**config.mk**
```make
export PLATFORM = sky130hd
export DESIGN_NAME = pipeline_sequencer
export DESIGN_NICKNAME = d
export VERILOG_FILES = /design/src/rtl/cpu_pkg.sv /design/src/rtl/pipeline_sequencer_hazard_detect.sv /design/src/rtl/pipeline_sequencer.sv
export SDC_FILE = /design/constraint.sdc
export NUM_CORES = 1
export LEC_CHECK = 0
export CORE_ASPECT_RATIO = 1.5
export CORE_MARGIN = 3
export CORE_UTILIZATION = 40
export DETAILED_ROUTE_END_ITERATION = 10
export GPL_ROUTABILITY_DRIVEN = 0
export GPL_TIMING_DRIVEN = 1
export PLACE_DENSITY_LB_ADDON = 0.12
export SLEW_MARGIN = 10
export SYNTH_ARGS = -nofsm -noshare
export SYNTH_HDL_FRONTEND = slang
export SYNTH_HIERARCHICAL = 1
export SYNTH_SLANG_ARGS = --single-unit
```
**constraint.sdc**
```tcl
create_clock -name clk -period 3.5 [get_ports clk]
set_clock_uncertainty 0.05 [all_clocks]
set_input_delay 0.7 -clock clk [delete_from_list [all_inputs] [get_ports clk]]
set_output_delay 0.7 -clock clk [all_outputs]
set_load 0.1 [all_outputs]
```
**src/rtl/cpu_pkg.sv**
```systemverilog
// Shared CPU encodings: opcode/funct constants, halt word and sequencer state encoding.
package cpu_pkg;

  localparam logic [5:0] OP_RTYPE = 6'h00;
  localparam logic [5:0] OP_BEQ   = 6'h04;
  localparam logic [5:0] OP_BNE   = 6'h05;
  localparam logic [5:0] OP_LW    = 6'h23;
  localparam logic [5:0] OP_SW    = 6'h2B;

  localparam logic [5:0] FN_SLL = 6'h00;
  localparam logic [5:0] FN_SRL = 6'h02;
  localparam logic [5:0] FN_SRA = 6'h03;

  localparam logic [31:0] HALT_WORD = 32'hFFFF_FFFF;

  localparam logic [1:0] SEQ_RUN    = 2'd0;
  localparam logic [1:0] SEQ_DRAIN  = 2'd1;
  localparam logic [1:0] SEQ_HALTED = 2'd2;

endpackage

```
**src/rtl/pipeline_sequencer_hazard_detect.sv**
```systemverilog
// Combinational load-use detection for the word in ID against the load in EX.
module hazard_detect
  import cpu_pkg::*;
(
  input  logic [31:0] id_instruction,
  input  logic        ex_mem_read,
  input  logic [4:0]  ex_write_reg,
  output logic        load_use,
  output logic        halt
);

  logic [5:0] opcode;
  logic [5:0] funct;
  logic [4:0] rs;
  logic [4:0] rt;
  logic       rs_used;
  logic       rt_used;

  assign opcode = id_instruction[31:26];
  assign rs     = id_instruction[25:21];
  assign rt     = id_instruction[20:16];
  assign funct  = id_instruction[5:0];

  // Shift-by-shamt R-types carry a don't-care rs field.
  assign rs_used = !((opcode == OP_RTYPE) &&
                     ((funct == FN_SLL) || (funct == FN_SRL) || (funct == FN_SRA)));
  assign rt_used = (opcode == OP_RTYPE) || (opcode == OP_BEQ) ||
                   (opcode == OP_BNE)   || (opcode == OP_SW);

  assign load_use = ex_mem_read && (ex_write_reg != 5'd0) &&
                    ((rs_used && (rs == ex_write_reg)) || (rt_used && (rt == ex_write_reg)));

  assign halt = (id_instruction == HALT_WORD);

endmodule

```
**src/rtl/pipeline_sequencer.sv**
```systemverilog
// Pipeline sequencer: stall/flush control, halt drain FSM and performance counters.
module pipeline_sequencer
  import cpu_pkg::*;
#(
  parameter int unsigned DRAIN_CYCLES = 4,
  parameter int unsigned CNT_W        = 32
) (
  input  logic             clk,
  input  logic             reset,
  input  logic [31:0]      id_instruction,
  input  logic             ex_mem_read,
  input  logic [4:0]       ex_write_reg,
  input  logic             ex_branch_taken,
  output logic             pc_write,
  output logic             if_id_write,
  output logic             if_id_flush,
  output logic             id_ex_flush,
  output logic             done,
  output logic [CNT_W-1:0] cycle_count,
  output logic [CNT_W-1:0] stall_count
);

  localparam int unsigned DW = (DRAIN_CYCLES > 1) ? $clog2(DRAIN_CYCLES) : 1;

  logic [1:0]    state;
  logic [1:0]    state_nxt;
  logic [DW-1:0] drain_cnt;
  logic [DW-1:0] drain_nxt;
  logic          count_en;
  logic          stall_inc;
  logic          load_use;
  logic          halt;

  hazard_detect u_hazard (
    .id_instruction (id_instruction),
    .ex_mem_read    (ex_mem_read),
    .ex_write_reg   (ex_write_reg),
    .load_use       (load_use),
    .halt           (halt)
  );

  always_ff @(posedge clk or posedge reset) begin
    if (reset) begin
      state       <= SEQ_RUN;
      drain_cnt   <= '0;
      cycle_count <= '0;
      stall_count <= '0;
    end else begin
      state     <= state_nxt;
      drain_cnt <= drain_nxt;
      if (count_en && (cycle_count != '1))
        cycle_count <= cycle_count + CNT_W'(1);
      if (stall_inc && (stall_count != '1))
        stall_count <= stall_count + CNT_W'(1);
    end
  end

  // Next state and control outputs; reset forces a safe bubble-everything pattern.
  always_comb begin
    state_nxt   = state;
    drain_nxt   = drain_cnt;
    count_en    = 1'b0;
    stall_inc   = 1'b0;
    pc_write    = 1'b0;
    if_id_write = 1'b0;
    if_id_flush = 1'b0;
    id_ex_flush = 1'b0;
    done        = 1'b0;
    if (reset) begin
      if_id_flush = 1'b1;
      id_ex_flush = 1'b1;
    end else begin
      case (state)
        SEQ_RUN: begin
          count_en = 1'b1;
          if (ex_branch_taken) begin
            // Wrong-path squash wins over any hazard or halt sitting in ID.
            pc_write    = 1'b1;
            if_id_write = 1'b1;
            if_id_flush = 1'b1;
            id_ex_flush = 1'b1;
          end else if (halt) begin
            id_ex_flush = 1'b1;
            state_nxt   = SEQ_DRAIN;
            drain_nxt   = DW'(DRAIN_CYCLES - 1);
          end else if (load_use) begin
            id_ex_flush = 1'b1;
            stall_inc   = 1'b1;
          end else begin
            pc_write    = 1'b1;
            if_id_write = 1'b1;
          end
        end
        SEQ_DRAIN: begin
          count_en    = 1'b1;
          id_ex_flush = 1'b1;
          if (drain_cnt == '0) state_nxt = SEQ_HALTED;
          else                 drain_nxt = drain_cnt - DW'(1);
        end
        SEQ_HALTED: begin
          id_ex_flush = 1'b1;
          done        = 1'b1;
        end
        default: begin
          id_ex_flush = 1'b1;
          state_nxt   = SEQ_RUN;
        end
      endcase
    end
  end

endmodule

```
### Yosys cells after proc, flatten, opt, wreduce, memory -nomap -nowiden

Cells that the tools add are included.

* register bits: 68
* input bits: 41
* output and inout bits: 69
* logic and storage cells: 77

* add/sub/neg operators: 3
* equal/unequal tests: 16
* mux-type cells: 29
* bitwise logic cells: 2
* reduce and logical (&&, ||, !) cells: 23

Operators by type and width (number)
* adder 32 x 1 -> 32 bit, second input constant: 2
* != test 32 bit, second input constant: 2
* equality test 32 bit, second input constant: 1
* two-way mux 1 bit: 21
* equality test 6 x 2 -> 1 bit, second input constant: 2
* equality test 6 x 3 -> 1 bit, second input constant: 2
* logical NOT 6 bit: 2
* two-way mux 2 bit: 6
* equality test 5 bit: 2
* AND reduction 5 bit: 2
* != test 2 bit, second input constant: 4
* logical AND 1 bit: 7
* equality test 6 bit, second input constant: 1
* logical OR 1 bit: 6
* one-hot mux 2 bit (3 select lines): 1
* nonzero test 5 bit: 1
* logical NOT 2 bit: 2
* one-hot mux 2 bit (2 select lines): 1
* equality test 2 x 1 -> 1 bit, second input constant: 1
* equality test 2 bit, second input constant: 1
* inverter 1 bit: 2
* nonzero test 2 bit: 1
* OR reduction 2 bit: 1
* subtractor 2 x 1 -> 2 bit, second input constant: 1
* logical NOT 1 bit: 1

### Longest topological paths before layout

Gate-level depths: netlist of run 1.

* word-level depth: 14
* gate-level depth with buffers: 10
* depth with buffers taken out: 8

### Cells and area by module

Netlist of run 1, hierarchy kept.

By module, submodules not included
* pipeline_sequencer: times used 1, cells each 329, area an instance 3357.0 sq um, seq. area each 1701.6 sq um
* hazard_detect: times used 1, cells each 35, area an instance 250.2 sq um, seq. area each 0.0 sq um

### Worst setup path before layout of run 1

OpenSTA, ideal clock, no wires.

* path type: input-to-output
* start point: in reset
* end point: out pc_write
* arrival time: 3.501 ns
* required time: 2.750 ns
* setup slack: -0.751 ns
* stages: 3
* buffers on the path: 1
* cells stage by stage: inv_1 o211a_1 buf_4

* cells in the longest elaborated chain, start to end: 1

Ends and longest elaborated chain
* start, declared: line pipeline_sequencer.sv:9 `input logic reset,`
* two-way mux 1 bit
* end, declared: line pipeline_sequencer.sv:14 `output logic pc_write,`

Every way passes these cells.

### Worst setup path in the final report of run 1

* start point: in ex_write_reg[0]
* end point: out if_id_write

* cells in the longest elaborated chain, start to end: 9
* elaborated cells on any way between the ends: 13
* classes of those cells: eq/ne (2); mux (5); reduce/logical (6)

Ends and longest elaborated chain
* start, declared: line pipeline_sequencer.sv:12 `input logic [4:0] ex_write_reg,`
* equality test 5 bit: line pipeline_sequencer_hazard_detect.sv:31 `((rs_used && (rs == ex_write_reg)) || (rt_used && (rt == ex_write_reg)));`
* logical AND 1 bit: line pipeline_sequencer_hazard_detect.sv:31
* logical OR 1 bit: line pipeline_sequencer_hazard_detect.sv:31
* logical AND 1 bit (*): line pipeline_sequencer_hazard_detect.sv:30 `assign load_use = ex_mem_read && (ex_write_reg != 5'd0) &&`
* named net load_use: line pipeline_sequencer.sv:31 `logic load_use;`
* two-way mux 1 bit (*): line pipeline_sequencer.sv:86 `end else if (load_use) begin`
* two-way mux 1 bit (*): line pipeline_sequencer.sv:82 `end else if (halt) begin`
* two-way mux 1 bit (*): line pipeline_sequencer.sv:76 `if (ex_branch_taken) begin`
* two-way mux 1 bit (*): line pipeline_sequencer.sv:73 `case (state)`
* two-way mux 1 bit (*): line pipeline_sequencer.sv:69 `if (reset) begin`
* end, declared: line pipeline_sequencer.sv:15 `output logic if_id_write,`

The timed path passes the listed nets; every way through them passes the cells marked *.

==> results of run 1 <==
## state kept, by name, indices dropped and copies added, names as in the netlist
register     cells
drain_cnt        2
cycle_count     32
state            2
stall_count     32
## final timing paths
path	slack, ns	to	start	depth (start not counted)
max	0.08	if_id_write	ex_write_reg[0]	8
min reg2reg	0.43	stall_count[31]	stall_count[31]	1
max in group asynchronous	1.71	stall_count[28]	reset	3
min in group asynchronous	1.09	stall_count[8]	reset	3
max reg2reg	0.95	cycle_count[30]	cycle_count[0]	6
min	0.43	stall_count[31]	stall_count[31]	1
## metal layers
| layer | vias up | GRT usage [%] | routed length, µm |
|---|---|---|---|
| li1 | 1556 | - | - |
| met1 | 1603 | 21.1 | 3570 |
| met2 | 87 | 34.9 | 5090 |
| met3 | 21 | 4.23 | 407 |
| met4 | 0 | 8.35 | 245 |
| met5 | - | 0 | 0 |
## cell usage after synthesis (2+ instances only)
cell type / n
o21ai_0: 4
mux2_2: 2
a21oi_1: 3
nor4_1: 10
nor2_1: 28
dfrtp_1: 68
xor2_1: 36
xnor2_1: 32
o211ai_1: 2
nand2_1: 32
nor3b_1: 2
nand3_1: 28
buf_2: 2
or4_1: 4
or4_4: 2
ha_1: 3
nor3_1: 24
and4_1: 5
a31oi_1: 3
nand4_1: 35
inv_1: 11
and3_1: 6
## power breakdown
group | total, mW | leakage (nW) | switching, mW | internal (mW)
Combinational | 0.728 | 1.29 | 0.516 | 0.212
Sequential | 0.931 | 0.917 | 0.0847 | 0.847
Clock | 0.798 | 0.124 | 0.327 | 0.471
Total | 2.46 | 2.33 | 0.928 | 1.53
## layout make-up
cell class	instances	area share [%]
Multi-Input combinational cell	280	36.7
Sequential cell	68	33.9
Timing Repair Buffer	115	20.7
Clock buffer	10	4.56
Tap cell	107	2.67
Inverter	11	0.898
Clock inverter	5	0.598
## logic make-up after synthesis
family	synth area share, %
adders and majority gates	1.04
AOI/OAI and AO/OA	4.06
muxes	1.21
buffers and inverters	2.05
xor gates and xnor gates	17.0
and+or+nand+nor	27.5
DFF	47.2
## timing repair
| action | in CTS | in global routing |
|---|---|---|
| pin swaps | 0 | 1 |
| resized for setup | 1 | 4 |
| setup buffers | 0 | 1 |
| endpoints found under the setup margin | 2 | 2 |
## layout by cell type (no fill, tap or decap), types with 3 or more instances in the layout
master | netlist | routed
or4_1 | 4 | 4
inv_1 | 11 | 10
ha_1 | 3 | 3
a31oi_1 | 3 | 3
nor3_1 | 24 | 23
nand4_1 | 35 | 35
dlymetal6s2s_1 | 0 | 3
xor2_1 | 36 | 36
nor4_1 | 10 | 10
dfrtp_1 | 68 | 68
nand2_1 | 32 | 32
and3_1 | 6 | 6
nor2_1 | 28 | 28
buf_4 | 1 | 68
nand3_1 | 28 | 28
clkdlybuf4s50_1 | 0 | 39
clkinvlp_4 | 0 | 3
buf_12 | 0 | 5
clkbuf_16 | 0 | 9
clkinv_2 | 0 | 3
o21ai_0 | 4 | 4
xnor2_1 | 32 | 32
and4_1 | 5 | 5
## through the flow
step,util [%],cells
after global placement,55.0,580
final,58.2,596
after detailed placement,55.0,580
after CTS,58.0,595
after global routing,58.2,596
after floorplan,-,364
==> flow_metrics.env, run 1 <==
export IMPL_synth_top_area_cell="dfrtp_1"
export IMPL_area_delta_synth_final_pct=39.1
export IMPL_synth_cell_type_count=44
export IMPL_skew_pair_late_insertion_delay_ns=0.33
export IMPL_antenna_cells=0
export IMPL_fin_crit_sh_pct=97.8
export IMPL_netlist_area_leader_share_pct=47.2
export IMPL_postSynthAreaPerCell_um2=9.91
export IMPL_number_of_endpoints_with_negative_hold_slack_in_the_final_report=0
export IMPL_final_setup_tns_ns=0
export IMPL_report_final_setup_viol=0
export IMPL_min_delay_path_class="flip-flop to flip-flop"
export IMPL_critPathMaxStageDelay_ns=0.53
export IMPL_drt_iter0_markers=103
export IMPL_pin_count_of_the_biggest_net_entering_global_routing=71
export IMPL_route_antenna_remaining_nets=0
export IMPL_first_pass_iters=4
export IMPL_detailedPlace_worstSlack_ns=-0.0101
export IMPL_dp_hpwl_um=7130
export IMPL_multi_input_area_mm2=0.00184
export IMPL_peak_clock_frequency_supported_by_timing_mhz=292
export IMPL_drive_above_1_share_pct=21.1
export IMPL_slowest_stage="clkdlybuf4s50_1"
export IMPL_start_util_pct=41.9
export IMPL_cts_inserted_buffers=9
export IMPL_syn_instance_count=364
export IMPL_final_setup_worst_slack_ns=0.0784
export IMPL_p_leak_nw=2.33
export IMPL_rsz_0062_raised_after_global_routing="no"
export IMPL_crit_path_max_fanout=2
export IMPL_grt_antenna_before_repair=0
export IMPL_fin_worst_hold_slack_ns=0.431
export IMPL_nNetsFinal=529
export IMPL_slew_viol_final=0
export IMPL_async_flop_share_pct=100
export IMPL_filler_cell_count=789
export IMPL_drc=0
export IMPL_postLayoutCellArea_mm2=0.00502
export IMPL_die_height_um=122
export IMPL_seq_area_frac_synth_pct=47.2
export IMPL_avgRoutedWirePerCell_um=15.6
export IMPL_worstSetupPathType="input port to output port"
export IMPL_worst_margin_pin_slew_ns=0.962
export IMPL_synth_top_cells_by_area="dfrtp_1 (47%), xor2_1 (8.7%), xnor2_1 (7.8%), nand4_1 (6.1%), nand3_1 (3.9%)"
export IMPL_critPathBufInv=2
export IMPL_grt_usage_pct=19.0
export IMPL_core_area_mm2=0.00862
export IMPL_cpLargestDelayFamily="buffers and inverters"
export IMPL_hold_buffers=0
export IMPL_routed_via_density=5.48
export IMPL_power_density_cell_area_mw_per_mm2=490
export IMPL_num_rows=41
export IMPL_cts_max_path_buffers=2
export IMPL_placement_io_buffers=109
export IMPL_clock_sinks=68
export IMPL_cp_arrival_ns=2.67
export IMPL_cts_root_buf="clkbuf_16"
export IMPL_grt_pass1_vias=3296
export IMPL_ys_ff_latch=68
export IMPL_die_w_um=83.5
export IMPL_total_gr_overflow=0
export IMPL_cts_htree_levels=3
export IMPL_post_layout_total_power_mw=2.46
export IMPL_synth_area_mm2=0.00361
export IMPL_synth_edf_count=0
export IMPL_wp_data_required_ns=2.75
export IMPL_maxSlewHeadroom_pct=35.7
export IMPL_floorplan_die_area_mm2=0.0102
export IMPL_number_of_nets_in_the_synthesized_netlist=408
export IMPL_crit_chain="clkdlybuf4s50_1 > xnor2_2 > nand4_1 > or4_1 > a21oi_2 > nor2_1 > o211a_2 > buf_12"
export IMPL_ir_worst_vdd_uv=592
export IMPL_end_kind="output port"
export IMPL_worstSetupStartpointType="input port"
export IMPL_yosys_warns=6
export IMPL_wirelength_um=9320
export IMPL_max_cap_check_violation_count=0
export IMPL_ioPinCount=110
export IMPL_area_sequential_mm2=0.00170
export IMPL_status="finished, final reports clean"
export IMPL_dr_total_vias=3267
export IMPL_dominantRegCellSynth="dfrtp_1"
export IMPL_clock_slew_seen_by_the_registers_of_the_worst_setup_and_hold_paths_ns=0.05
export IMPL_post_route_min_period_ns=3.42
export IMPL_tritoncts="done"
export IMPL_placed_cell_areas_mm2=0.00474
export IMPL_grt_first_pass_wirelength_um=15600
No activity file was read; power rests on OpenSTA's default activity.
==> inputs of run 2 (changes only) <==
--- a/config.mk
+++ b/config.mk
@@ -5,6 +5,7 @@
 export SDC_FILE = /design/constraint.sdc
 export NUM_CORES = 1
 export LEC_CHECK = 0
+export ABC_CLOCK_PERIOD_IN_PS = 3500
 export CORE_ASPECT_RATIO = 1.5
 export CORE_MARGIN = 3
 export CORE_UTILIZATION = 40
==> results of run 2 <==
The final DEF is identical to that of run 1; final timing and power are the same.
